$ cat src/rtl/spi_stream_slave.sv
// spi_stream_slave
//   SPI slave that moves a continuous stream of WIDTH-bit words per chip-select
//   frame between the SPI pins and valid/ready streams in the clk domain.
//   All four SPI modes, MSB/LSB-first, underrun/overrun reporting, explicit
//   MISO output enable.
//
// Parameters
//   WIDTH  bits per word (4..32)
//   FILL   word shifted out when no tx word is available
//   SYNC   synchroniser depth on select/mclk/mosi (2..4)
//
// Ports
//   clk, reset            system clock, async active-high reset
//   cpol, cpha, lsb_first SPI mode and bit order (static while select high)
//   select, mclk, mosi    SPI pins (asynchronous)
//   miso, miso_oe         SPI data out (registered) and pad output enable
//   tx_data/valid/ready   outgoing word stream (tx_ready = consumed this cycle)
//   rx_data/valid/ready   incoming word stream (rx_valid held until accepted)
//   busy, start, done     frame active / frame start pulse / frame end pulse
//   tx_underrun           FILL was loaded instead of tx_data
//   rx_overrun            a completed word was dropped
//   partial               frame ended mid-word (pulses with done)

module spi_stream_slave #(
  parameter int                 WIDTH = 8,
  parameter logic [WIDTH-1:0]   FILL  = {WIDTH{1'b1}},
  parameter int                 SYNC  = 2
) (
  input  logic             clk,
  input  logic             reset,
  input  logic             cpol,
  input  logic             cpha,
  input  logic             lsb_first,
  input  logic             select,
  input  logic             mclk,
  input  logic             mosi,
  output logic             miso,
  output logic             miso_oe,
  input  logic [WIDTH-1:0] tx_data,
  input  logic             tx_valid,
  output logic             tx_ready,
  output logic [WIDTH-1:0] rx_data,
  output logic             rx_valid,
  input  logic             rx_ready,
  output logic             busy,
  output logic             start,
  output logic             done,
  output logic             tx_underrun,
  output logic             rx_overrun,
  output logic             partial
);

  localparam int             BW      = (WIDTH > 1) ? $clog2(WIDTH) : 1;
  localparam logic [BW-1:0]  MSB_POS = BW'(WIDTH - 1);

  typedef enum logic {IDLE, ACTIVE} state_t;

  // ---------------------------------------------------------------------------
  // Synchronisers. fill_sh shifts in ones after reset so we know when the
  // select synchroniser holds a genuine post-reset pin sample.
  // ---------------------------------------------------------------------------
  logic [SYNC-1:0] sel_sh, clk_sh, dat_sh, fill_sh;
  logic            mclk_q;

  always_ff @(posedge clk or posedge reset) begin
    if (reset) begin
      sel_sh  <= '0;
      clk_sh  <= '0;
      dat_sh  <= '0;
      fill_sh <= '0;
      mclk_q  <= 1'b0;
    end else begin
      sel_sh  <= {sel_sh[SYNC-2:0], select};
      clk_sh  <= {clk_sh[SYNC-2:0], mclk};
      dat_sh  <= {dat_sh[SYNC-2:0], mosi};
      fill_sh <= {fill_sh[SYNC-2:0], 1'b1};
      mclk_q  <= clk_sh[SYNC-1];
    end
  end

  logic sel_s, mclk_s, mosi_s;
  assign sel_s  = sel_sh[SYNC-1];
  assign mclk_s = clk_sh[SYNC-1];
  assign mosi_s = dat_sh[SYNC-1];

  // ---------------------------------------------------------------------------
  // Edge classification
  // ---------------------------------------------------------------------------
  state_t           state;
  logic             armed;
  logic [BW-1:0]    bi;
  logic [WIDTH-1:0] tx_word;
  logic [WIDTH-1:0] rx_sh;

  logic rise, fall, lead, trail, active;
  logic smp, stp, start_c, stop_c, last_bit, word_done, load;

  assign rise   = mclk_s & ~mclk_q;
  assign fall   = ~mclk_s & mclk_q;
  assign lead   = cpol ? fall : rise;
  assign trail  = cpol ? rise : fall;
  assign active = (state == ACTIVE);

  // mclk edges only count inside a frame that is still selected; a select
  // fall in the same cycle wins and ends the frame.
  assign smp = active & sel_s & (cpha ? trail : lead);
  assign stp = active & sel_s & (cpha ? lead  : trail);

  // armed blocks joining a frame that was already running when reset released
  assign start_c   = ~active & armed & sel_s;
  assign stop_c    = active & ~sel_s;
  assign last_bit  = (bi == MSB_POS);
  assign word_done = smp & last_bit;
  assign load      = start_c | word_done;

  // Handshake completes in the cycle the word is latched.
  assign tx_ready  = load & tx_valid;

  logic [BW-1:0]    pos;
  logic [WIDTH-1:0] ld_word;
  logic [WIDTH-1:0] rx_word;

  assign pos     = lsb_first ? bi : (MSB_POS - bi);
  assign ld_word = tx_valid ? tx_data : FILL;

  // Received word including the bit being sampled this cycle.
  always_comb begin
    rx_word      = rx_sh;
    rx_word[pos] = mosi_s;
  end

  // ---------------------------------------------------------------------------
  // Frame FSM and datapath
  // ---------------------------------------------------------------------------
  always_ff @(posedge clk or posedge reset) begin
    if (reset) begin
      state       <= IDLE;
      armed       <= 1'b0;
      bi          <= '0;
      tx_word     <= '0;
      rx_sh       <= '0;
      miso        <= 1'b0;
      miso_oe     <= 1'b0;
      rx_data     <= '0;
      rx_valid    <= 1'b0;
      busy        <= 1'b0;
      start       <= 1'b0;
      done        <= 1'b0;
      partial     <= 1'b0;
      tx_underrun <= 1'b0;
      rx_overrun  <= 1'b0;
    end else begin
      start       <= 1'b0;
      done        <= 1'b0;
      partial     <= 1'b0;
      tx_underrun <= 1'b0;
      rx_overrun  <= 1'b0;

      if (fill_sh[SYNC-1] & ~sel_s)
        armed <= 1'b1;

      if (load) begin
        tx_word     <= ld_word;
        tx_underrun <= ~tx_valid;
      end

      // rx delivery; a pending word blocks a new one unless it is being
      // accepted in this very cycle.
      if (word_done) begin
        if (!rx_valid || rx_ready) begin
          rx_data  <= rx_word;
          rx_valid <= 1'b1;
        end else begin
          rx_overrun <= 1'b1;
        end
      end else if (rx_valid && rx_ready) begin
        rx_valid <= 1'b0;
      end

      case (state)
        IDLE: begin
          if (start_c) begin
            state   <= ACTIVE;
            busy    <= 1'b1;
            start   <= 1'b1;
            bi      <= '0;
            rx_sh   <= '0;
            miso    <= ld_word[lsb_first ? '0 : MSB_POS];
            miso_oe <= 1'b1;
          end
        end
        ACTIVE: begin
          if (stop_c) begin
            state   <= IDLE;
            busy    <= 1'b0;
            done    <= 1'b1;
            partial <= (bi != '0);
            miso_oe <= 1'b0;
            bi      <= '0;
          end else if (smp) begin
            rx_sh <= rx_word;
            bi    <= last_bit ? '0 : bi + BW'(1);
          end else if (stp) begin
            miso <= tx_word[pos];
          end
        end
        default: state <= IDLE;
      endcase
    end
  end

endmodule

$ cat config.mk
export PLATFORM = sky130hd
export DESIGN_NAME = spi_stream_slave
export DESIGN_NICKNAME = d
export VERILOG_FILES = /design/src/rtl/spi_stream_slave.sv
export SDC_FILE = /design/constraint.sdc
export NUM_CORES = 1
export LEC_CHECK = 0
export BUFFER_PORTS_ARGS = -buffer_cell sky130_fd_sc_hd__buf_2
export CORE_MARGIN = 5
export CORE_UTILIZATION = 43
export DETAILED_ROUTE_END_ITERATION = 16
export PLACE_DENSITY = 0.7
export SETUP_SLACK_MARGIN = 0.5
export SLEW_MARGIN = 20
export SYNTH_ARGS = -nofsm -noshare
export SYNTH_HDL_FRONTEND = slang
export SYNTH_SLANG_ARGS = --single-unit
$ cat constraint.sdc
create_clock -name clk -period 1.7 [get_ports clk]
set_clock_uncertainty 0.05 [all_clocks]
set_input_delay 0.255 -clock clk [delete_from_list [all_inputs] [get_ports clk]]
set_output_delay 0.255 -clock clk [all_outputs]
set_load 0.01 [all_outputs]
==> results of run 1 <==
metal layers:
metal | wire [um] | vias to the layer above
met5 | 0 | -
li1 | - | 913
met4 | 78 | 0
met2 | 2743 | 42
met3 | 266 | 5
met1 | 2432 | 926
power groups by stage:
stage / logic [uW] / clock network (uW) / registers [uW]
after floorplan: 207 / 0 / 1210
after global placement: 297 / 0 / 1210
after detailed placement: 305 / 0 / 1220
after CTS: 344 / 817 / 1190
after global routing: 417 / 868 / 1200
final: 385 / 800 / 1200
metrics by stage:
step	hold WS [ns]	instance area [um2]	utilization [%]	cells	TNS, ns
finish	0.009003	3332	64.01	361	-0.7039
global route	-0.0002706	3332	64.01	361	-2.219
CTS	0.0005449	3083	59.23	349	-0.4704
detailed placement	0.2836	2813	54.04	333	-0.2476
global placement	0.2769	2813	54.04	333	-0.01329
floorplan	0.2219	2481	-	224	0
repair_timing:
item	in CTS	in global routing
buffers inserted	4	9
pin swaps	3	10
resized for setup	15	28
hold buffers	2	1
setup endpoints to repair	34	34
hold endpoints to repair	47	1
gates cloned	2	2
state kept, by name, indices dropped and copies added (netlist names):
register     cells
armed            1
tx_word          8
rx_overrun       1
mclk_q           1
rx_sh            8
bi               3
active           1
sel_sh           2
dat_sh           2
tx_underrun      1
busy             1
done             1
fill_sh          2
rx_data          8
partial          1
start            1
clk_sh           2
rx_valid         1
miso             1
cell type report:
type	count	area (um2)	area share (%)
clock buffer	5	68.82	2.065
sequential	46	1155	34.66
clock inverter	3	40.04	1.202
tap	70	87.58	2.629
inverter	16	66.31	1.990
timing repair buffer	72	650.6	19.53
multi-input combinational	149	1264	37.93
worst min path at each step:
stage / startpoint / to / slack, ns
floorplan: reset / active / 0.22
global placement: reset / mclk_q / 0.28
detailed placement: reset / mclk_q / 0.28
CTS: mclk / clk_sh[0] / 0.0005
global route: mclk / clk_sh[0] / -0.0003
finish: mclk / clk_sh[0] / 0.009
synth_stat cells, types with 2 or more instances:
cell,n,area [um2]
a21oi_1,2,10.01
a31oi_1,5,31.28
buf_2,5,25.02
clkbuf_1,7,26.28
dfrtp_1,46,1151
ha_1,3,37.54
inv_1,15,56.30
mux2_2,12,135.1
mux2i_1,20,200.2
nand2_1,23,86.33
nand2b_1,14,87.58
nand3_1,4,20.02
nand4_1,2,12.51
nor2_1,11,41.29
nor2b_1,4,25.02
nor3_1,2,10.01
o21ai_0,12,60.06
o221ai_1,7,61.31
o22a_1,4,35.03
o22ai_1,6,37.54
worst register-to-register path: cells and delay by family (launching register included):
family,cells,cell delay (ns)
AO/OA/AOI/OAI,1,0.16
buffers and inverters,2,0.36
flip-flops,1,0.39
multiplexers,2,0.49
AND/OR/NAND/NOR,2,0.24
logic make-up (layout without fill, tap and decap cells):
family | Yosys count | after routing | share of synthesized area (%)
buffers and inverters | 29 | 96 | 5.069
adders and majority gates | 3 | 3 | 1.601
DFF | 46 | 46 | 49.09
muxes | 34 | 34 | 15.90
xor gates and xnor gates | 1 | 1 | 0.3736
AOI/OAI and AO/OA | 42 | 42 | 12.65
and+or+nand+nor | 68 | 68 | 15.16
other | 1 | 1 | 0.1599
==> flow_summary.json, run 1 <==
{
  "wl_mm": 5.521,
  "rsz0062_at_grt": "yes",
  "busiest_layer": "met2",
  "cts.clk_slew.worst_paths_ns": 0.08,
  "r2r_slack_ns": -0.09,
  "reg2regPathDepth": 7,
  "ys_seq_elements": 46,
  "routed-via-count": 1886,
  "status": "finished, violations left",
  "drive_gt1_share_pct": 43.64,
  "synth-edff-count": 0,
  "yosysSeqAreaShare_pct": 49.09,
  "p_switching_uw": 583.7,
  "path_class": "flop to output pin",
  "ant_nets": 0,
  "syn_inst": 224,
  "start_util_pct": 45.05,
  "period_share_pct": 110.4,
  "portBuffers": 35,
  "fp.dieH_um": 83.85,
  "use_met3_pct": 4.245,
  "hold_violations": 0,
  "final_nets": 311,
  "num_rows": 26,
  "grt_pass1_vias": 1800,
  "syn_avg_cell_area_um2": 10.47,
  "ctsHtreeMaxLevel": 2,
  "slowest_stage": "dfrtp_1",
  "worstSetupStartpointType": "flop",
  "cp-startpoint": "mclk_q",
  "cp-end-kind": "output pin",
  "fill_cells": 401,
  "holdPathStages": 1,
  "clockRootBuffer": "clkbuf_8",
  "crit_arrival_ns": 1.57,
  "power_frac_comb_pct": 16.1,
  "synth_area_um2": 2345,
  "num_antenna_cells": 0,
  "drtIter0Drc": 119,
  "intPower_uw": 1798,
  "regToRegStartpoint": "mclk_q",
  "power.share.switching_pct": 24.51,
  "clkPwrFrac_pct": 33.6,
  "crit_fanout": 3,
  "cp_num_buf_inv": 3,
  "post-place-ws_ns": -0.04037,
  "synth_warnings": 0,
  "synth_cell_types": 40,
  "core_um2": 5205,
  "cp_cell_sequence": "buf_6, nor2b_4, mux2i_4, nor2_4, a21oi_4, buf_12, nor2b_1, buf_2",
  "ir_drop_mv": 0.3675,
  "syn_nets": 245,
  "grt_pass1_wl_mm": 8.376,
  "grt_max_degree": 47,
  "p_leak_uw": 0.001489,
  "cts_buffer_depth": 2,
  "viasPerCell": 5.224,
  "power.total_uw": 2382,
  "slowest_delay_ns": 0.39,
  "firstDrtPassIters": 4,
  "die_area_um2": 7030,
  "clock_sinks": 46,
  "use_met1_pct": 18.46,
  "seqPwrFrac_pct": 50.2,
  "ys.flop_type": "dfrtp_1",
  "cts_tree": "built",
  "cts-buffers-inserted": 5,
  "dp_hpwl_mm": 3.395,
  "antenna_found_initial": 0,
  "setup_viol": 14,
  "layout_commonest_cell": "dfrtp_1",
  "die_x_um": 83.85,
  "place.gp.congestion": 0.8225,
  "worst_slack_ns": -0.1772,
  "violations": "negative setup slack",
  "grt-ovfl-total": 0,
  "required_ns": 1.39,
  "report.final.slew_viol_count": 0,
  "fmax_mhz": 532.7,
  "drv_cap": 0,
  "crit_end": "tx_ready",
  "hold_class": "primary input to flop",
  "cp_top_family": "flip-flops",
  "ios": 36,
  "wl_per_cell_um": 15.29,
  "synthToLayoutAreaGrowth_pct": 42.10,
  "finalCriticalPeriod_ns": 1.877,
  "reg2reg_to": "tx_word[2]",
  "post-route-drc-count": 0,
  "global_route.usage.total_pct": 14.62,
  "path_depth": 8,
  "ys_async_sr_fraction_pct": 100.0,
  "layout_common_cells": "dfrtp_1, buf_2, nand2_1",
  "worstSkewPairLatency_ns": 0.30,
  "power_density_nw_per_um2": 714.8,
  "use_met2_pct": 24.01
}
Power figures use the tool's default switching activity.
==> run 2: changes to the inputs <==
--- a/config.mk
+++ b/config.mk
@@ -6,6 +6,7 @@
 export NUM_CORES = 1
 export LEC_CHECK = 0
 export BUFFER_PORTS_ARGS = -buffer_cell sky130_fd_sc_hd__buf_2
+export CORE_ASPECT_RATIO = 1.1
 export CORE_MARGIN = 5
 export CORE_UTILIZATION = 43
 export DETAILED_ROUTE_END_ITERATION = 16
==> flow_summary.json, run 2 (synthesis gave the netlist of run 1 again) <==
{
  "status": "finished, violations left",
  "violations": "negative setup slack",
  "cts_buffer_depth": 2,
  "worstSetupStartpointType": "flop",
  "cp-end-kind": "output pin",
  "p_leak_uw": 0.001473,
  "seqPwrFrac_pct": 53.1,
  "finalCriticalPeriod_ns": 1.868,
  "synthToLayoutAreaGrowth_pct": 40.71,
  "clockRootBuffer": "clkbuf_8",
  "grt_pass1_vias": 1921,
  "dpl_cell_area_um2": 2834,
  "path_class": "flop to output pin",
  "period_share_pct": 109.9,
  "whs_ns": 0.1831,
  "num_rows": 28,
  "setup_viol": 9,
  "grt_pass1_wl_mm": 8.901,
  "cp_num_buf_inv": 2,
  "ios": 36,
  "drtIter0Drc": 102,
  "post-place-ws_ns": -0.03103,
  "crit_fanout": 11,
  "wl_mm": 5.290,
  "routed-via-count": 1907,
  "required_ns": 1.39,
  "start_util_pct": 44.03,
  "cts.clk_slew.worst_paths_ns": 0.10,
  "worst_slack_ns": -0.1682,
  "worstSkewPairLatency_ns": 0.31,
  "firstDrtPassIters": 4,
  "grt-ovfl-total": 0,
  "report.final.slew_viol_count": 0,
  "layout_commonest_cell": "dfrtp_1",
  "wl_per_cell_um": 14.57,
  "cp_top_family": "flip-flops",
  "design_area_um2": 3299,
  "hold_violations": 0,
  "crit_arrival_ns": 1.56,
  "antenna_found_initial": 0,
  "cts_tree": "built",
  "intPower_uw": 1649,
  "final_nets": 308,
  "fill_cells": 458,
  "power_frac_comb_pct": 16.8,
  "portBuffers": 35,
  "final_util_pct": 61.96,
  "core_um2": 5325,
  "fmax_mhz": 535.3,
  "drive_gt1_share_pct": 44.44,
  "fin_cells": 363,
  "num_antenna_cells": 0,
  "ctsHtreeMaxLevel": 2,
  "die_x_um": 80.41,
  "power.share.switching_pct": 27.00,
  "clkPwrFrac_pct": 30.1,
  "slowest_delay_ns": 0.56,
  "cts-buffers-inserted": 5,
  "die_area_um2": 7031,
  "clock_sinks": 46,
  "fp.dieH_um": 87.45,
  "dp_cells": 340,
  "dp_hpwl_mm": 3.365,
  "place.gp.congestion": 0.7747,
  "power_density_nw_per_um2": 684.5,
  "reg.largest.list": "rx_data: 8 flops, rx_sh: 8 flops, tx_word: 8 flops",
  "viasPerCell": 5.253,
  "drv_cap": 0,
  "ant_nets": 0,
  "global_route.usage.total_pct": 16.26,
  "ir_drop_mv": 0.4886,
  "rsz0062_at_grt": "yes",
  "layout_common_cells": "dfrtp_1, buf_2, nand2_1",
  "slowest_stage": "dfrtp_2",
  "grt_max_degree": 47,
  "hold_class": "primary input to flop",
  "post-route-drc-count": 0,
  "cp_cell_sequence": "ha_2, a21oi_4, buf_12, nor2b_1, buf_2",
  "p_switching_uw": 609.8,
  "multiInputGateArea_um2": 1305,
  "regArea_um2": 1152
}
-- run 2: what timing repair did --
item                                    in CTS  in global routing
gates cloned                                 2                  0
buffers inserted                             4                  5
endpoints found under the setup margin      34                 37
hold buffers                                 4                  0
endpoints found under the hold margin       49                  0
resized for setup                           33                 20
pin swaps                                    9                  4
-- run 2: area by class of cell --
| type | instances | area share (%) |
|---|---|---|
| Tap cell | 75 | 2.844 |
| Inverter | 16 | 2.313 |
| Clock inverter | 3 | 0.6447 |
| Multi-Input combinational cell | 149 | 39.55 |
| Sequential cell | 46 | 34.93 |
| Timing Repair Buffer | 69 | 17.63 |
| Clock buffer | 5 | 2.086 |
-- run 2: power groups by stage --
stage                     Combinational, uW  Sequential, uW  Clock (uW)
after floorplan                         207            1210           0
after global placement                  301            1210           0
after detailed placement                308            1210           0
after CTS                               354            1190         695
after global routing                    417            1210         751
final                                   380            1200         679
-- run 2: routing by layer --
metal  GRT usage, %  wire length [um]  vias up
met4          6.605                85        0
met5              0                 0        -
met1          19.75              2198      950
met3          4.037               249        8
met2          27.48              2756       44
li1               -                 -      905
-- run 2: path summary, 6_finish.rpt --
| kind | start | cells after the start | slack [ns] | endpoint |
|---|---|---|---|---|
| setup / recovery | bi[2] | 5 | -0.17 | tx_ready |
| hold / removal | tx_valid | 2 | 0.18 | tx_underrun |
| setup reg to reg | bi[0] | 6 | -0.09 | tx_word[7] |
| hold reg to reg | fill_sh[0] | 0 | 0.31 | fill_sh[1] |
| max in group asynchronous | reset | 4 | 0.87 | bi[2] |
| min in group asynchronous | reset | 4 | 0.49 | done |
-- run 2: stage by stage --
stage | total power (uW) | TNS [ns]
after global routing | 2375 | -1.335
after global placement | 1513 | -0.04171
after CTS | 2243 | -0.7633
after detailed placement | 1523 | -0.1246
after floorplan | 1417 | 0
final | 2258 | -0.7298
==> run 3: changes to the inputs <==
--- a/config.mk
+++ b/config.mk
@@ -10,6 +10,7 @@
 export CORE_MARGIN = 5
 export CORE_UTILIZATION = 43
 export DETAILED_ROUTE_END_ITERATION = 16
+export HOLD_SLACK_MARGIN = 0.06
 export PLACE_DENSITY = 0.7
 export SETUP_SLACK_MARGIN = 0.5
 export SLEW_MARGIN = 20
==> constraint.sdc (replaced) <==
create_clock -name clk -period 1.7 [get_ports clk]
set_clock_uncertainty 0.05 [all_clocks]
set_input_delay 0.34 -clock clk [delete_from_list [all_inputs] [get_ports clk]]
set_output_delay 0.34 -clock clk [all_outputs]
set_load 0.01 [all_outputs]
==> flow_summary.json, run 3 (synthesis gave the netlist of run 1 again) <==
{
  "crit_fanout": 2,
  "regArea_um2": 1154,
  "seqPwrFrac_pct": 49.7,
  "ios": 36,
  "finalCriticalPeriod_ns": 1.858,
  "layout_common_cells": "dfrtp_1, buf_2, buf_4",
  "fin_tns_setup_ns": -1.183,
  "p_leak_uw": 0.001578,
  "clock_sinks": 46,
  "grt_max_degree": 29,
  "worst_slack_ns": -0.1579,
  "fp.dieH_um": 87.45,
  "fmax_mhz": 538.2,
  "intPower_uw": 1816,
  "reg.largest.list": "rx_data: 8 flops, rx_sh: 8 flops, tx_word: 8 flops",
  "status": "finished, violations left",
  "drtIter0Drc": 92,
  "power_frac_comb_pct": 16.9,
  "rsz0062_at_grt": "yes",
  "hold_class": "primary input to flop",
  "final_nets": 327,
  "synthToLayoutAreaGrowth_pct": 42.64,
  "core_um2": 5325,
  "dp_cells": 340,
  "post-route-drc-count": 0,
  "num_antenna_cells": 0,
  "ant_nets": 0,
  "drive_gt1_share_pct": 46.58,
  "worstSetupStartpointType": "flop",
  "crit_arrival_ns": 1.47,
  "portBuffers": 35,
  "antenna_found_initial": 0,
  "power.share.switching_pct": 24.46,
  "cts.clk_slew.worst_paths_ns": 0.08,
  "firstDrtPassIters": 4,
  "grt_pass1_wl_mm": 8.604,
  "clockRootBuffer": "clkbuf_8",
  "fin_cells": 382,
  "cts-buffers-inserted": 5,
  "viasPerCell": 4.982,
  "die_area_um2": 7031,
  "power_density_nw_per_um2": 718.6,
  "wl_per_cell_um": 13.69,
  "violations": "negative setup slack",
  "report.final.slew_viol_count": 0,
  "ctsHtreeMaxLevel": 2,
  "dp_hpwl_mm": 3.386,
  "required_ns": 1.31,
  "worstSkewPairLatency_ns": 0.30,
  "cts_buffer_depth": 2,
  "wl_mm": 5.228,
  "routed-via-count": 1903,
  "ir_drop_mv": 0.4684,
  "num_rows": 28,
  "grt-ovfl-total": 0,
  "die_x_um": 80.41,
  "global_route.usage.total_pct": 15.53,
  "clkPwrFrac_pct": 33.4,
  "cts_tree": "built",
  "drv_cap": 0,
  "start_util_pct": 44.03,
  "path_class": "flop to output pin",
  "fill_cells": 441,
  "multiInputGateArea_um2": 1254,
  "p_switching_uw": 587.8,
  "period_share_pct": 109.3,
  "place.gp.congestion": 0.8026,
  "post-place-ws_ns": -0.1217,
  "grt_pass1_vias": 1889,
  "layout_commonest_cell": "dfrtp_1",
  "setup_viol": 10,
  "cp-end-kind": "output pin",
  "hold_violations": 0
}
[run 3: cell types whose count changed in the layout (fill, tap and decap cells not counted), sizes merged]
cell / before / now
clkinv: 3 / 0
dlygate4sd3: 4 / 1
buf: 65 / 87
bufinv: 0 / 1
inv: 14 / 15
clkbuf: 5 / 6
[run 3: repair_timing]
item,in CTS,in global routing
endpoints found under the setup margin,47,78
gates resized for setup,29,26
hold endpoints to repair,18,0
pin swaps,7,1
hold buffers,1,0
setup buffers,23,10
[run 3: path summary, 6_finish.rpt]
kind	startpoint	endpoint	slack, ns	cells past startpoint
setup / recovery	mclk_q	tx_ready	-0.16	7
hold / removal	select	sel_sh[0]	0.09	1
setup reg to reg	mclk_q	tx_word[1]	-0.13	10
hold reg to reg	sel_sh[0]	sel_sh[1]	0.30	0
max in group asynchronous	reset	dat_sh[1]	0.82	4
min in group asynchronous	reset	rx_data[2]	0.55	4
[run 3: area by class of cell]
type	instances	share of cell area [%]
multi-input combinational	149	37.49
tap	75	2.806
sequential	46	34.49
clock inverter	2	1.122
inverter	16	2.058
clock buffer	6	2.170
timing repair buffer	88	19.87
[run 3: metal layers]
layer	vias up	share of wire, %	GRT usage, %
met5	-	0	0
met4	0	1.1	4.301
met3	6	4.0	2.588
met2	34	51	26.51
met1	915	44	20.30
li1	948	-	-
[run 3: through the flow]
stage	hold WS [ns]	area (um2)	util, %	total power, uW
floorplan	0.2812	2451	-	1413
global placement	0.2834	2781	52.23	1505
detailed placement	0.2847	2781	52.23	1513
CTS	0.08515	3167	59.47	2376
global route	0.07884	3344	62.81	2529
finish	0.09382	3344	62.81	2403
[run 3: power by group through the flow]
stage | Clock [uW] | Sequential, uW | Combinational (uW)
3_5_place_dp | 0 | 1210 | 298
3_3_place_gp | 0 | 1210 | 294
5_1_grt | 884 | 1200 | 442
2_1_floorplan | 0 | 1210 | 204
4_1_cts | 829 | 1190 | 358
6_report | 804 | 1190 | 405
[run 3: worst max-delay path, stage by stage, from the launching register on]
cell and delay, ns:
dfrtp_1 0.40, buf_6 0.13, nor2b_4 0.13, mux2i_4 0.08, nor2_4 0.12, a21oi_4 0.07
nor2b_1 0.11, buf_2 0.14
